[src/rtl/store_buffer.sv]
// Posted-write store buffer: in-order FIFO between the core store path and data memory.
// Define STORE_BUF_FWD_EN to build load forwarding; otherwise loads drain the buffer first.
module store_buffer #(
  parameter int unsigned DEPTH = 4,
  parameter int unsigned CW    = $clog2(DEPTH + 1)
) (
  input  logic          clk,
  input  logic          reset,
  input  logic [1:0]    memwrite,
  input  logic [31:0]   dataadr,
  input  logic [31:0]   writedata,
  input  logic          ld_req,
  input  logic [31:0]   ld_adr,
  output logic          stall,
  output logic          fwd_hit,
  output logic [31:0]   fwd_data,
  output logic [1:0]    mem_we,
  output logic [31:0]   mem_adr,
  output logic [31:0]   mem_wd,
  input  logic          mem_ready,
  output logic          empty,
  output logic [CW-1:0] count
);

  localparam int unsigned PW = $clog2(DEPTH);
  localparam logic [1:0] TypNone = 2'b00;
  localparam logic [1:0] TypWord = 2'b01;

  logic [1:0]    typ_q  [DEPTH];
  logic [31:0]   adr_q  [DEPTH];
  logic [31:0]   data_q [DEPTH];
  logic [PW-1:0] head_q, head_d, tail_q, tail_d;
  logic [CW-1:0] count_q, count_d;
  logic [1:0]    mem_we_q, mem_we_d;
  logic [31:0]   mem_adr_q, mem_adr_d, mem_wd_q, mem_wd_d;
  logic [1:0]    nxt_typ;
  logic [31:0]   nxt_adr, nxt_data;
  logic          is_empty, full, enq, deq, st_stall, ld_stall;

  assign is_empty = (count_q == '0);
  assign full     = (count_q == CW'(DEPTH));
  assign deq      = !is_empty && mem_ready;
  // A full buffer still accepts a store when the head leaves in the same cycle.
  assign enq      = (memwrite != TypNone) && (!full || deq);
  assign st_stall = (memwrite != TypNone) && full && !mem_ready;

  always_comb begin
    head_d  = deq ? head_q + PW'(1) : head_q;
    tail_d  = enq ? tail_q + PW'(1) : tail_q;
    count_d = count_q + CW'(enq) - CW'(deq);

    // Entry that will sit at the head after this edge; may be the incoming store.
    nxt_typ  = typ_q[head_d];
    nxt_adr  = adr_q[head_d];
    nxt_data = data_q[head_d];
    if (enq && (head_d == tail_q)) begin
      nxt_typ  = memwrite;
      nxt_adr  = dataadr;
      nxt_data = writedata;
    end

    mem_we_d  = TypNone;
    mem_adr_d = mem_adr_q;
    mem_wd_d  = mem_wd_q;
    if (count_d != '0) begin
      mem_we_d  = nxt_typ;
      mem_adr_d = nxt_adr;
      mem_wd_d  = nxt_data;
    end
  end

  always_ff @(posedge clk or negedge reset) begin
    if (!reset) begin
      head_q    <= '0;
      tail_q    <= '0;
      count_q   <= '0;
      mem_we_q  <= TypNone;
      mem_adr_q <= '0;
      mem_wd_q  <= '0;
      for (int unsigned i = 0; i < DEPTH; i++) begin
        typ_q[i]  <= TypNone;
        adr_q[i]  <= '0;
        data_q[i] <= '0;
      end
    end else begin
      head_q    <= head_d;
      tail_q    <= tail_d;
      count_q   <= count_d;
      mem_we_q  <= mem_we_d;
      mem_adr_q <= mem_adr_d;
      mem_wd_q  <= mem_wd_d;
      if (enq) begin
        typ_q[tail_q]  <= memwrite;
        adr_q[tail_q]  <= dataadr;
        data_q[tail_q] <= writedata;
      end
    end
  end

`ifdef STORE_BUF_FWD_EN
  logic          hit_found;
  logic [1:0]    hit_typ;
  logic [31:0]   hit_data;
  logic [PW-1:0] idx;
  logic          unused_ld_lsb;

  assign unused_ld_lsb = ^ld_adr[1:0];

  // Scan oldest to youngest so the last match found is the youngest one.
  always_comb begin
    hit_found = 1'b0;
    hit_typ   = TypNone;
    hit_data  = '0;
    idx       = '0;
    for (int unsigned i = 0; i < DEPTH; i++) begin
      idx = head_q + PW'(i);
      if ((CW'(i) < count_q) && (adr_q[idx][31:2] == ld_adr[31:2])) begin
        hit_found = 1'b1;
        hit_typ   = typ_q[idx];
        hit_data  = data_q[idx];
      end
    end
  end

  always_comb begin
    fwd_hit  = 1'b0;
    fwd_data = '0;
    ld_stall = 1'b0;
    if (ld_req && hit_found) begin
      if (hit_typ == TypWord) begin
        fwd_hit  = 1'b1;
        fwd_data = hit_data;
      end else begin
        ld_stall = 1'b1;
      end
    end
  end
`else
  logic unused_ld_adr;

  assign unused_ld_adr = ^ld_adr;
  assign fwd_hit       = 1'b0;
  assign fwd_data      = '0;
  assign ld_stall      = ld_req && !is_empty;
`endif

  assign stall   = st_stall || ld_stall;
  assign mem_we  = mem_we_q;
  assign mem_adr = mem_adr_q;
  assign mem_wd  = mem_wd_q;
  assign empty   = is_empty;
  assign count   = count_q;

endmodule

[config.mk]
export PLATFORM = sky130hd
export DESIGN_NAME = store_buffer
export DESIGN_NICKNAME = d
export VERILOG_FILES = /design/src/rtl/store_buffer.sv
export SDC_FILE = /design/constraint.sdc
export NUM_CORES = 1
export LEC_CHECK = 0
export BUFFER_PORTS_ARGS = -buffer_cell sky130_fd_sc_hd__buf_2
export CORE_MARGIN = 4
export CORE_UTILIZATION = 60
export DETAILED_ROUTE_END_ITERATION = 12
export GPL_TIMING_DRIVEN = 0
export PLACE_DENSITY = 0.81
export SETUP_SLACK_MARGIN = 0.5
export SYNTH_ARGS = -nofsm -noshare
export SYNTH_HDL_FRONTEND = slang
export SYNTH_SLANG_ARGS = --single-unit
[constraint.sdc]
create_clock -name clk -period 8.9 [get_ports clk]
set_input_delay 1.335 -clock clk [delete_from_list [all_inputs] [get_ports clk]]
set_output_delay 1.335 -clock clk [all_outputs]
set_load 0.1 [all_outputs]
After elaboration in Yosys (flattened, before gate mapping)

Index checks and enable logic that the tools add are counted.

Register bits after elaboration: 337
Latch bits: 0
Bits in writable memories: 0
ROM bits: 0
Output and inout port bits: 104
Memories kept: 0

Add/sub/neg operators: 4
Multiply operators: 0
Div/mod/pow operators: 0
Order comparisons: 3
Equality and inequality tests: 2
Shift operators: 0
Mux-type cells: 21
Bitwise logic cells: 2
Reductions and logical operators: 15

Operators by type and width:

| kind                                                                 | number |
|---|---|
| 128-bit bitwise mux                                                  | 2 |
| 32-bit two-way mux                                                   | 7 |
| 32-bit binary-select mux with 2-bit select                           | 2 |
| 32-bit demux with 2-bit select                                       | 1 |
| 2-bit two-way mux                                                    | 6 |
| 8-bit bitwise mux                                                    | 1 |
| 1-bit logical AND                                                    | 7 |
| 3-bit greater-or-equal comparator, second input constant             | 2 |
| 2-bit inverter with 3-bit output                                     | 2 |
| 2-bit by 1-bit adder with 2-bit output, second input constant        | 2 |
| 2-bit binary-select mux with 2-bit select                            | 1 |
| 2-bit demux with 2-bit select                                        | 1 |
| 3-bit by 1-bit adder with 3-bit output                               | 1 |
| 3-bit equality test, second input constant                           | 1 |
| 1-bit logical NOT                                                    | 3 |
| 3-bit logical NOT                                                    | 1 |
| 3-bit by 1-bit < comparator with 1-bit output, second input constant | 1 |
| 3-bit nonzero test                                                   | 1 |
| 3-bit by 1-bit subtractor with 3-bit output                          | 1 |
| 2-bit equality test                                                  | 1 |
| 1-bit logical OR                                                     | 2 |
| 2-bit nonzero test                                                   | 1 |

Longest topological paths before layout

Depth after elaboration: 10
Mapped depth: 15
Mapped depth without buffers: 12

Worst setup path after synthesis

Ideal clock, no wire load.

Kind: register -> output
From: register count_q[1], in the netlist count[1]
To: output stall
Arrival: 4.389 ns
Data required time: 7.565 ns
Path slack: 3.176 ns
Stages on the path, launching flop included: 3
Path buffers: 0
Cells stage by stage: dfrtp_1 nor3_1 a21oi_1

Longest elaborated chain between the ends: 4

Ends and longest elaborated chain:

| what                   | RTL line | text |
|---|---|---|
| start, declared        | 33       | `logic [CW-1:0] count_q, count_d;` |
| start signal, assigned | 88       | `count_q <= count_d;` |
| 3-bit logical NOT      | 40       | `assign is_empty = (count_q == '0);` |
| via empty              | 21       | `output logic empty,` |
| 1-bit logical NOT      | 144      | `assign ld_stall = ld_req && !is_empty;` |
| 1-bit logical AND      | 144      |  |
| 1-bit logical OR       | 147      | `assign stall = st_stall \|\| ld_stall;` |
| end, declared          | 14       | `output logic stall,` |

The timed path passes the listed nets, and every way through them passes these cells.

Worst setup path after layout

From: input mem_ready
To: register mem_adr_q[23], in the netlist mem_adr[23]

RTL lines:

| what                                          | RTL line | text |
|---|---|---|
| start, declared                               | 20       | `input logic mem_ready,` |
| 1-bit logical AND *                           | 42       | `assign deq = !is_empty && mem_ready;` |
| 1-bit logical OR                              | 44       | `assign enq = (memwrite != TypNone) && (!full \|\| deq);` |
| 1-bit logical AND                             | 44       |  |
| 3-bit by 1-bit adder with 3-bit output        | 50       | `count_d = count_q + CW'(enq) - CW'(deq);` |
| 3-bit by 1-bit subtractor with 3-bit output * | 50       |  |
| via count_d[2]                                | 33       |  |
| 3-bit nonzero test *                          | 65       | `if (count_d != '0) begin` |
| end signal, assigned                          | 90       | `mem_adr_q <= mem_adr_d;` |
| end, declared                                 | 35       | `logic [31:0] mem_adr_q, mem_adr_d, mem_wd_q, mem_wd_d;` |

Mark *: on every way through the listed nets, which the timed path passes. The rest lies on a longest branch. The select of a mux whose other input is x is not followed.
A chain may end at the register's enable or synchronous reset.

==> metrics <==
Area growth syn-to-layout=14.8%; drt total wl=46600 µm; residual DRC count=0; post-layout util=70.1%; Post-CTS Setup Repair Bufs=0; Die X=177 µm; Clock Latency Late Sink=0.52 ns; Post-Synth XOR/XNOR Area=0.491%; Register Area=8430 µm²; WL/cell=22.4 µm; post_cts resized=0; remaining antenna violation count=0; clock slew at reported path FFs=0.06 ns; proportion of layout cells with a drive suffix above 1=32.9%; Mean Syn Cell Area=11.6 µm²; main combinational cell family by area after synthesis=multiplexers; Longest Clk Path Bufs=3; Adder-Cell Fraction of Synth Area=0.557%; footprint of the multi-input gates=7850 µm²; CTS tree=done; initial core utilization=61.1%; Critical Path Fanout Max=10; maxcap violations=0; Post-Route M1 WL=19000 µm; Core Area=27900 µm²; I/O pin cnt=206; sequential area share after synthesis=49.4%; number of clock sinks=337; minimum clock period=4.97 ns; worst-margin pin slew=0.779 ns; Max Clk Rate=0.201 GHz; die area=31200 µm²; post-route setup TNS=0 ns; met3 WL=4030 µm; path depth of the worst reg2reg path=15; ys async rst share=100%; # fillers=2057; first-pass GRT wire length=73100 µm; IO Port Bufs=140; Layout Skew=0.0192 ns; final setup violation count=0; final worst-path cycle share=55.9%; root buf cell=clkbuf_16; Fin. Hold Viols=0; vias in the first global route=13500; GRT Resource Usage Total=29.3%; initial antenna violation count=1; highest metal used=met5; via count of the routed design=13400; H-tree Lvls=2; mux contribution to synthesized area=21.3%; met2 routed WL=22100 µm; GP Congestion=0.843; Pre-antenna DRT Iters=5; Cells on Worst Hold Path=1; Num CTS Buffers=36; simple-gate share of the synthesized area=7.24%; largest net degree at the start of global routing=108; Synth Area in Compound Gates=15.7%; WP data required=9.35 ns; RSZ-0062 raised after global routing=no; status=complete, no violations; Setup crit start kind=input pin; FP Rows=61; Worst Hold Class=flip-flop to flip-flop; Worst EP arrival=5.42 ns; # hold bufs at CTS=0; setup ws final=3.93 ns; Max-slew headroom=48.0%; ys flop type=dfrtp_1; Pins Over Slew Limit=0; setup slack at placement=3.47 ns; n_diodes=0; Die Y=177 µm; mapped cell area=17100 µm²; #FFs+latches synth=337; Yosys Warn Count=0; Layout Nets=1795; DP Wirelength=30600 µm; Crit. End Element=flip-flop; DR vias/cell=6.45; post-synthesis cell count=1473; synth unique cells=39; WS Path Type=input pin to flip-flop; EDFF count, synth=0; DRT iter0 DRCs=1344; hold slack=0.504 ns; gr ovfl total=0
-- synthesized netlist by cell type (63+ instances only) --
master,instances,share of area [%]
nor3b_1,65,2.9
o22ai_1,65,2.4
o21ai_0,71,2.1
a21oi_1,65,1.9
a221o_1,64,3.8
a211oi_1,63,2.8
clkbuf_1,79,1.7
a31oi_1,63,2.3
mux2_2,266,18
and2_1,63,2.3
mux2i_1,64,3.8
nor2_1,66,1.5
dfrtp_1,337,49
-- worst max-delay path, stage by stage --
cell and delay (ns):
buf_2 0.15, o31ai_2 0.09, inv_1 0.36, buf_2 0.39, clkbuf_1 0.45, ha_1 0.20, inv_1 0.04, ha_1 0.19
fa_1 0.40, xor2_1 0.16, xnor2_1 0.18, nor3_2 0.25, buf_2 0.47, clkbuf_1 0.42, and2_1 0.21, a221o_1 0.11
-- sequential cells by signal, indices dropped and copies added, names as in the netlist --
name	cells
adr_q	128
head_q	2
mem_we	2
mem_adr	32
typ_q	8
tail_q	2
count	3
data_q	128
mem_wd	32
-- stage by stage --
stage | cell area [µm²] | cells
after CTS | 19600 | 2084
after global placement | 18400 | 2023
after floorplan | 17200 | 1505
after detailed placement | 18400 | 2026
final | 19600 | 2084
after global routing | 19600 | 2084
-- layer usage --
layer / up-vias / track usage (%)
met5: - / 0
met4: 2 / 10.2
li1: 5872 / -
met2: 686 / 47.1
met3: 122 / 5.64
met1: 6755 / 40.2
-- final timing paths --
check / slack (ns) / end / from
worst max register to register: 4.33 / mem_adr[23] / count[1]
worst min register to register: 0.50 / adr_q[78] / adr_q[78]
min in group asynchronous: 0.79 / adr_q[10] / reset
max in group asynchronous: 6.79 / mem_wd[4] / reset
worst max-delay path: 3.93 / mem_adr[23] / mem_ready
worst min-delay path: 0.50 / adr_q[78] / adr_q[78]
-- layout by cell type, fill, tap and decap left out, drive strengths merged, types with 9 or more instances in the layout --
cell type | netlist | routed
dfrtp | 337 | 337
mux2 | 266 | 266
buf | 89 | 232
clkbuf | 79 | 128
o21ai | 72 | 72
nor2 | 68 | 68
a21oi | 66 | 66
nor3b | 65 | 65
o22ai | 65 | 65
a221o | 64 | 64
mux2i | 64 | 64
and2 | 63 | 63
a211oi | 63 | 63
a31oi | 63 | 63
conb | 1 | 33
inv | 9 | 9
-- logic make-up (layout without fill, tap and decap cells) --
kind of cell	count (synthesis)	after routing
flip-flops	337	337
XOR/XNOR	8	8
buffers and inverters	177	378
other	1	33
adder cells (fa/ha/maj)	7	7
multiplexers	330	330
AO/OA/AOI/OAI	400	400
AND/OR/NAND/NOR	213	213
-- area by class of cell --
| cell class | count | share of cell area, % |
|---|---|---|
| clock inverters | 9 | 0.288 |
| plain buffers | 168 | 4.40 |
| multi-input cells | 991 | 40.1 |
| repair buffers | 143 | 4.05 |
| inverters | 9 | 0.173 |
| well taps | 378 | 2.42 |
| clock buffers | 49 | 5.52 |
| flip-flops and latches | 337 | 43.1 |
Power is left out: the tool's default activity adds up to more than one toggle a clock period on the data nets, which glitch-free logic cannot reach.
